File: src/rtl/inst_type_stage.sv
// Registered multi-lane instruction-type decode stage for the TSC pipeline.
// Each accepted beat classifies every lane into one of eight type codes.
// The beat then sits in a single valid/ready output register.
// Per-type saturating counters profile the beats that leave the stage.
module inst_type_stage #(
  parameter int unsigned LANES      = 2,
  parameter int unsigned WORD_WIDTH = 16,
  parameter int unsigned CNT_WIDTH  = 16,
  parameter bit          STRICT     = 1'b0
) (
  input  logic                        clk,
  input  logic                        reset,
  input  logic                        in_valid,
  output logic                        in_ready,
  input  logic [LANES*WORD_WIDTH-1:0] in_inst,
  input  logic [LANES-1:0]            in_lane_en,
  input  logic                        flush,
  output logic                        out_valid,
  input  logic                        out_ready,
  output logic [LANES*WORD_WIDTH-1:0] out_inst,
  output logic [LANES-1:0]            out_lane_en,
  output logic [LANES*3-1:0]          out_type,
  input  logic [2:0]                  cnt_sel,
  input  logic                        cnt_clear,
  output logic [CNT_WIDTH-1:0]        cnt_value,
  output logic [CNT_WIDTH+1:0]        cnt_total
);

  localparam int unsigned TYPE_W    = 3;
  localparam int unsigned NUM_TYPES = 8;
  localparam int unsigned INC_W     = $clog2(LANES + 1);
  localparam int unsigned TOT_W     = CNT_WIDTH + 2;
  localparam int unsigned CSUM_W    = CNT_WIDTH + INC_W;
  localparam int unsigned TSUM_W    = TOT_W + INC_W;

  // Instruction type codes
  localparam logic [2:0] T_RTYPE   = 3'd0;
  localparam logic [2:0] T_LOAD    = 3'd1;
  localparam logic [2:0] T_STORE   = 3'd2;
  localparam logic [2:0] T_BRANCH  = 3'd3;
  localparam logic [2:0] T_JUMP    = 3'd4;
  localparam logic [2:0] T_OUTPUT  = 3'd5;
  localparam logic [2:0] T_NOP     = 3'd6;
  localparam logic [2:0] T_ILLEGAL = 3'd7;

  // TSC opcodes
  localparam logic [3:0] OP_BNE   = 4'd0;
  localparam logic [3:0] OP_BEQ   = 4'd1;
  localparam logic [3:0] OP_BGZ   = 4'd2;
  localparam logic [3:0] OP_BLZ   = 4'd3;
  localparam logic [3:0] OP_ADI   = 4'd4;
  localparam logic [3:0] OP_ORI   = 4'd5;
  localparam logic [3:0] OP_LHI   = 4'd6;
  localparam logic [3:0] OP_LWD   = 4'd7;
  localparam logic [3:0] OP_SWD   = 4'd8;
  localparam logic [3:0] OP_JMP   = 4'd9;
  localparam logic [3:0] OP_JAL   = 4'd10;
  localparam logic [3:0] OP_RTYPE = 4'd15;

  // R-type function codes with a non-ALU meaning
  localparam logic [5:0] FN_JPR = 6'd25;
  localparam logic [5:0] FN_JRL = 6'd26;
  localparam logic [5:0] FN_WWD = 6'd28;
  localparam logic [5:0] FN_NOP = 6'h3F;

  logic [LANES*TYPE_W-1:0] in_type_c;
  logic                    capture_c;
  logic                    out_fire_c;
  logic [INC_W-1:0]        type_inc_c [NUM_TYPES];
  logic [INC_W-1:0]        lane_inc_c;
  logic [CNT_WIDTH-1:0]    cnt_q      [NUM_TYPES];
  logic [TOT_W-1:0]        total_q;

  // Map one opcode/func pair to its type; disabled lanes always read as NOP.
  function automatic logic [2:0] classify(input logic [3:0] opcode,
                                          input logic [5:0] func,
                                          input logic       en);
    logic [2:0] t;
    t = STRICT ? T_ILLEGAL : T_NOP;
    case (opcode)
      OP_RTYPE: begin
        case (func)
          FN_JPR, FN_JRL: t = T_JUMP;
          FN_WWD:         t = T_OUTPUT;
          FN_NOP:         t = T_NOP;
          default:        t = T_RTYPE;
        endcase
      end
      OP_ADI, OP_ORI:                 t = T_RTYPE;
      OP_LHI, OP_LWD:                 t = T_LOAD;
      OP_SWD:                         t = T_STORE;
      OP_BNE, OP_BEQ, OP_BGZ, OP_BLZ: t = T_BRANCH;
      OP_JMP, OP_JAL:                 t = T_JUMP;
      default:                        ;
    endcase
    if (!en) begin
      t = T_NOP;
    end
    return t;
  endfunction

  // Saturating add for a per-type counter.
  function automatic logic [CNT_WIDTH-1:0] sat_cnt(input logic [CNT_WIDTH-1:0] a,
                                                   input logic [INC_W-1:0]     b);
    logic [CSUM_W-1:0] s;
    s = CSUM_W'(a) + CSUM_W'(b);
    return (|s[CSUM_W-1:CNT_WIDTH]) ? '1 : s[CNT_WIDTH-1:0];
  endfunction

  // Saturating add for the all-lanes total.
  function automatic logic [TOT_W-1:0] sat_tot(input logic [TOT_W-1:0] a,
                                               input logic [INC_W-1:0] b);
    logic [TSUM_W-1:0] s;
    s = TSUM_W'(a) + TSUM_W'(b);
    return (|s[TSUM_W-1:TOT_W]) ? '1 : s[TOT_W-1:0];
  endfunction

  // Handshake qualifiers; flush blocks both capture and release.
  assign in_ready   = !out_valid || out_ready;
  assign capture_c  = in_valid && in_ready && !flush;
  assign out_fire_c = out_valid && out_ready && !flush;

  // Classify every incoming lane.
  always_comb begin
    in_type_c = '0;
    for (int l = 0; l < int'(LANES); l++) begin
      in_type_c[l*TYPE_W +: TYPE_W] =
        classify(in_inst[l*WORD_WIDTH + WORD_WIDTH - 4 +: 4],
                 in_inst[l*WORD_WIDTH +: 6],
                 in_lane_en[l]);
    end
  end

  // Output register: flush wins, then capture, then release.
  always_ff @(posedge clk or posedge reset) begin
    if (reset) begin
      out_valid   <= 1'b0;
      out_inst    <= '0;
      out_lane_en <= '0;
      out_type    <= '0;
    end else begin
      if (flush) begin
        out_valid <= 1'b0;
      end else if (capture_c) begin
        out_valid <= 1'b1;
      end else if (out_fire_c) begin
        out_valid <= 1'b0;
      end
      if (capture_c) begin
        out_inst    <= in_inst;
        out_lane_en <= in_lane_en;
        out_type    <= in_type_c;
      end
    end
  end

  // Count enabled lanes of the held beat, per type and overall.
  always_comb begin
    lane_inc_c = '0;
    for (int t = 0; t < int'(NUM_TYPES); t++) begin
      type_inc_c[t] = '0;
    end
    for (int l = 0; l < int'(LANES); l++) begin
      if (out_lane_en[l]) begin
        lane_inc_c = lane_inc_c + INC_W'(1);
        type_inc_c[out_type[l*TYPE_W +: TYPE_W]] =
          type_inc_c[out_type[l*TYPE_W +: TYPE_W]] + INC_W'(1);
      end
    end
  end

  // Profiling counters: clear beats a same-cycle increment.
  always_ff @(posedge clk or posedge reset) begin
    if (reset) begin
      for (int t = 0; t < int'(NUM_TYPES); t++) begin
        cnt_q[t] <= '0;
      end
      total_q <= '0;
    end else if (cnt_clear) begin
      for (int t = 0; t < int'(NUM_TYPES); t++) begin
        cnt_q[t] <= '0;
      end
      total_q <= '0;
    end else if (out_fire_c) begin
      for (int t = 0; t < int'(NUM_TYPES); t++) begin
        cnt_q[t] <= sat_cnt(cnt_q[t], type_inc_c[t]);
      end
      total_q <= sat_tot(total_q, lane_inc_c);
    end
  end

  // Counter read-out
  assign cnt_value = cnt_q[cnt_sel];
  assign cnt_total = total_q;

endmodule

File: config.mk
export PLATFORM = sky130hd
export DESIGN_NAME = inst_type_stage
export DESIGN_NICKNAME = d
export VERILOG_FILES = /design/src/rtl/inst_type_stage.sv
export SDC_FILE = /design/constraint.sdc
export NUM_CORES = 1
export LEC_CHECK = 0
export ABC_AREA = 1
export CAP_MARGIN = 0
export CORE_MARGIN = 1.5
export CORE_UTILIZATION = 35
export CTS_CLUSTER_DIAMETER = 100
export DETAILED_ROUTE_END_ITERATION = 7
export PLACE_DENSITY = 0.63
export SLEW_MARGIN = 0
export SYNTH_ARGS = -nofsm -noshare
export SYNTH_HDL_FRONTEND = slang
export SYNTH_SLANG_ARGS = --single-unit
File: constraint.sdc
create_clock -name clk -period 6.9 [get_ports clk]
set_input_delay 0.69 -clock clk [delete_from_list [all_inputs] [get_ports clk]]
set_output_delay 0.69 -clock clk [all_outputs]
set_load 0.05 [all_outputs]
# Word-level counts from Yosys, hierarchy flattened

Memory sizes are Yosys's and may differ from the RTL's.
Cells that the tools add are included.

Eq/ne operators: 30
Shifts and indexed selects: 0
Bitwise logic cells: 4
$lt $le $gt $ge: 5
Reductions and logical operators: 32
Multipliers: 0
Add/subtract/negate cells: 12
Divide/modulo/power cells: 0
Mux-type cells: 39

Operators by type and width:

| operator           | count |
|---|---|
| $mux 128           | 2 |
| $mux 16            | 12 |
| $add 16x2->17      | 8 |
| $mux 18            | 3 |
| $bmux 16 s3        | 1 |
| $eq 6x5->1 const B | 6 |
| $pmux 3 s6         | 2 |
| $reduce_or 2->1    | 17 |
| $eq 4x3->1 const B | 8 |
| $eq 4x4->1 const B | 8 |
| $add 18x2->19      | 1 |
| $pmux 3 s3         | 2 |
| $and 16x16->16     | 1 |
| $bwmux 16          | 1 |
| $eq 4x2->1 const B | 4 |
| $mux 2             | 7 |
| $demux 2 s3        | 2 |
| $eq 6x6->1 const B | 2 |
| $ge 4x4->1 const B | 3 |
| $not 3->4          | 3 |
| $eq 4x1->1 const B | 2 |
| $logic_not 4->1    | 2 |
| $lt 4x1->1 const B | 2 |
| $reduce_or 4->1    | 2 |
| other kinds (9)    | 21 |

Bits in read-only memories: 16
Memories kept: 1
Word-level logic and storage cells: 136
Bits in writable memories: 0
Input port bits: 43
Output and inout port bits: 76
Bits in registers: 187
Bits in latches: 0

Memories:

| memory          | words | bits a word | read ports | clocked after memory_dff | write ports | RTL line | source |
|---|---|---|---|---|---|---|---|
| (no name shown) | 8     | 2           | 1          | 0                        | 0           | 167      | `type_inc_c[out_type[l*TYPE_W +: TYPE_W]] + INC_W'(1);` |

# Logic depth before layout (Yosys ltp)

Depth after elaboration: 18
Gate-level depth with buffers: 22

# Worst setup path after synthesis

No wires, ideal clock.

Kind: input to output
From: input port cnt_sel[0]
To: output port cnt_value[7]
Buffers on the path: 3
Slack: 3.953 ns
Arrival: 2.257 ns
Cell stages on the path: 7
Data required time: 6.210 ns
Cells stage by stage: buf_2 > inv_2 > buf_6 > buf_2 > a21oi_1 > o21ai_1 > a31oi_1

Word-level cells in the longest chain between the ends: 4

Ends and longest elaborated chain:

| what                                       | RTL line | source |
|---|---|---|
| start: declaration                         | 23       | `input logic [2:0] cnt_sel,` |
| $not 3->4 (not written as such)            | 193      | `assign cnt_value = cnt_q[cnt_sel];` |
| $bmux 16 s3                                | 193      |  |
| $mux 16 (not written as such) (2 in a row) | 193      |  |
| end: declaration                           | 25       | `output logic [CNT_WIDTH-1:0] cnt_value,` |

Every way passes these cells. The select of a mux whose other input is x is not followed.

# Worst setup path after layout

From: input port cnt_sel[2]
To: output port cnt_value[5]

Same word-level chain as after synthesis.

==> impl_metrics.ini <==
[timing]
hold_viol_final = 0
worst_slew_pin_slew_ps = 1006
drv_slew = 0
skew_ps = 19.45
min_period_ps = 4223
setup_violations = 0
holdWs_ps = 485.8
rsz0062_at_grt = no
tns_ps = 0
layout_setup_ws_ps = 2677
layout_worst_path_cycle_share = 0.6120
relSlewSlack = 0.3295
max_freq_ghz = 0.2368

[clocking]
clk_latency_ps = 470
tritoncts = yes
clock_sinks = 187
cts-htree-levels = 4
cts_inserted_buffers = 17
postCtsSetupRepairBufs = 0
clk_path_buf_depth = 2
cts_hold_buf = 0
clk_pin_slew_worst_paths_ps = 80
ctsRootBufferMaster = clkbuf_16
cts_resized = 0

[final_layout]
register_area_um2 = 4679
multi_input_area_um2 = 7228
fill_cells = 3808
layout.nets = 2130
n_antenna_cell = 0
area_delta_synth_final_pct = 16.35
drive_gt1_frac = 0.05936

[worst_setup_path]
timing_worst_setup_path_type = input pin to output port
start_kind = input pin
critPathMaxStageDelay_ps = 870
cpMaxStageDelayCell = clkdlybuf4s50_1
path_max_fanout = 27
cp_cell_sequence = clkdlybuf4s50_1, clkinv_1, o21ai_0, a21oi_1, a31oi_1, clkdlybuf4s50_1
startpoint = cnt_sel[2]
critPathCaptureType = output port
critical_path_arrival_ps = 3530
cpMostUsedCell = clkdlybuf4s50_1
required_ps = 6210
reg2reg_from = out_lane_en[1]$_DFFE_PP0P_

[logic_synthesis]
synth_top_family_by_area = simple AND/OR/NAND/NOR gates
synth_compound_area_frac = 0.1359
synth_fa_ha_area_frac = 0.03203
synth_cell_types = 42
syn-num-nets = 2048
synth_seq_cells = 187
seq_area_frac_synth = 0.3587
synthXorXnorAreaFrac = 0.02484
synthSimpleGateAreaFrac = 0.3613
netlist_area_um2 = 13050
syn_avg_cell_area_um2 = 6.599
yosys_warnings = 0
synth_cells = 1977
muxShareOfSynthArea = 0

[floorplan]
coreArea_um2 = 36610
num_rows = 70
dieArea_um2 = 38440
die_height_um = 196.1
initial_core_util = 0.3564
io_pins = 119
die_w_um = 196.1

[min_path]
hp-class = flop to flop
hp-start = out_inst[0]$_DFFE_PP0P_

[placed_design]
gp_congestion = 0.9371
dp_slack_ps = 2690
io_buffers = 118
dp.final_hpwl_um = 29640

[job]
cap_viol_max_count = 0

[detailed_routing]
dr_total_vias = 13200
avgViaCountPerCell = 5.198
drt_iter0_markers = 961
dr.pass1.iters = 7
antenna_left = 0
wl_um = 41100
wl_per_cell_um = 16.18
drc = 0

[global_route]
gr-usage-met1 = 0.2948
grt_pass1_vias = 12480
grt_max_degree = 129
grt_pass1_wl_um = 66420
global_route.usage.met2 = 0.3535
grt_busiest_layer = met2
track_usage = 0.2184
met3_usage = 0.04556
overflow = 0
grt_antenna_before_repair = 0

[power]
irDropWorstVdd_v = 0.0001688
total_power_mw = 2.665
power.density_nw_per_um2 = 175.6
leakagePower_nw = 7.086

[status]
outcome = finished, final reports clean
## state kept, by name (all words and copies together), names as in the netlist
name         flops
cnt_q          128
out_inst        32
cnt_total       18
out_type         6
out_lane_en      2
out_valid        1
## power breakdown
group,total [mW],internal [mW],switching (mW)
Clock,1.04,0.519,0.516
Combinational,0.472,0.140,0.332
Sequential,1.16,1.13,0.0282
Total,2.67,1.79,0.876
## placed cells by master (no fill, tap or decap), types with 11 or more instances in the layout
cell type,instances
nand3_1,122
nand2_2,11
inv_2,24
o21ai_0,169
a21oi_1,63
nand4_1,30
nor3_1,29
ha_1,19
clkdlybuf4s50_1,117
nand2_1,664
dfrtp_1,187
a31oi_1,17
nor2_1,200
xnor2_1,12
inv_1,190
o211ai_1,12
xor2_1,25
o21ai_1,67
clkbuf_16,17
## layer usage
layer / vias to the layer above / wire length (µm)
li1: 6519 / -
met1: 6250 / 18970
met2: 386 / 18560
met3: 49 / 2771
met4: 0 / 802
met5: - / 0
## worst max-delay path: cells and delay by family
family                 cells  cell delay (ps)
AOI/OAI and AO/OA          3              690
buffers and inverters      3             2150
## final timing paths
kind / cells past startpoint / slack (ps) / end
worst max-delay path: 6 / 2680 / cnt_value[5]
worst min-delay path: 2 / 490 / out_inst[0]$_DFFE_PP0P_
worst max register to register: 15 / 3610 / cnt_q[110]$_DFFE_PP0P_
worst min register to register: 2 / 490 / out_inst[0]$_DFFE_PP0P_
max in group asynchronous: 3 / 4610 / cnt_q[127]$_DFFE_PP0P_
min in group asynchronous: 2 / 840 / out_inst[26]$_DFFE_PP0P_
## logic make-up (layout without fill, tap and decap cells)
| kind of cell | after synthesis | count (layout) |
|---|---|---|
| simple gates | 1103 | 1103 |
| compound gates | 338 | 338 |
| buf+inv | 284 | 379 |
| flops | 187 | 187 |
| xor+xnor | 37 | 37 |
| fa+ha+maj | 28 | 28 |
## cell type report
| class | instances | area share |
|---|---|---|
| Timing Repair Buffer | 127 | 0.08193 |
| Sequential cell | 187 | 0.3083 |
| Inverter | 220 | 0.05498 |
| Tap cell | 468 | 0.03858 |
| Clock buffer | 17 | 0.02802 |
| Multi-Input combinational cell | 1506 | 0.4762 |
| Clock inverter | 15 | 0.01203 |
## cell usage after synthesis
cell type	instances	share of area
nand2_1	664	0.19
nor2_1	200	0.058
inv_1	191	0.055
dfrtp_1	187	0.36
o21ai_0	169	0.065
nand3_1	122	0.047
o21ai_1	67	0.026
a21oi_1	63	0.024
nand4_1	30	0.014
nor3_1	29	0.011
buf_2	28	0.011
clkbuf_1	28	0.0081
inv_2	25	0.0072
xor2_1	25	0.017
ha_1	19	0.018
a31oi_1	17	0.0082
o211ai_1	12	0.0069
xnor2_1	12	0.0081
nand2_2	11	0.0053
nor2_2	10	0.0048
fa_1	9	0.014
nor2_4	9	0.0078
nand3_2	8	0.0061
nor3_2	6	0.0046
buf_4	4	0.0023
clkinv_1	4	0.0012
nand3b_1	4	0.0023
o21bai_1	4	0.0023
buf_6	3	0.0026
nand2_4	2	0.0017
nor3_4	2	0.0025
nor4_1	2	0.00096
o21ai_2	2	0.0013
a21boi_2	1	0.00086
a22oi_1	1	0.00058
buf_1	1	0.00029
nand3_4	1	0.0013
nand4_2	1	0.00096
nor2_8	1	0.0015
o22ai_1	1	0.00048
o31ai_1	1	0.00058
or2_2	1	0.00048
## per-stage QoR
step	cells	cell area, µm²	util
global route	2540	15180	0.4146
floorplan	1977	13050	-
detailed placement	2508	14570	0.3980
CTS	2540	15180	0.4146
finish	2540	15180	0.4146
global placement	2508	14570	0.3980
Power figures use the tool's default switching activity.
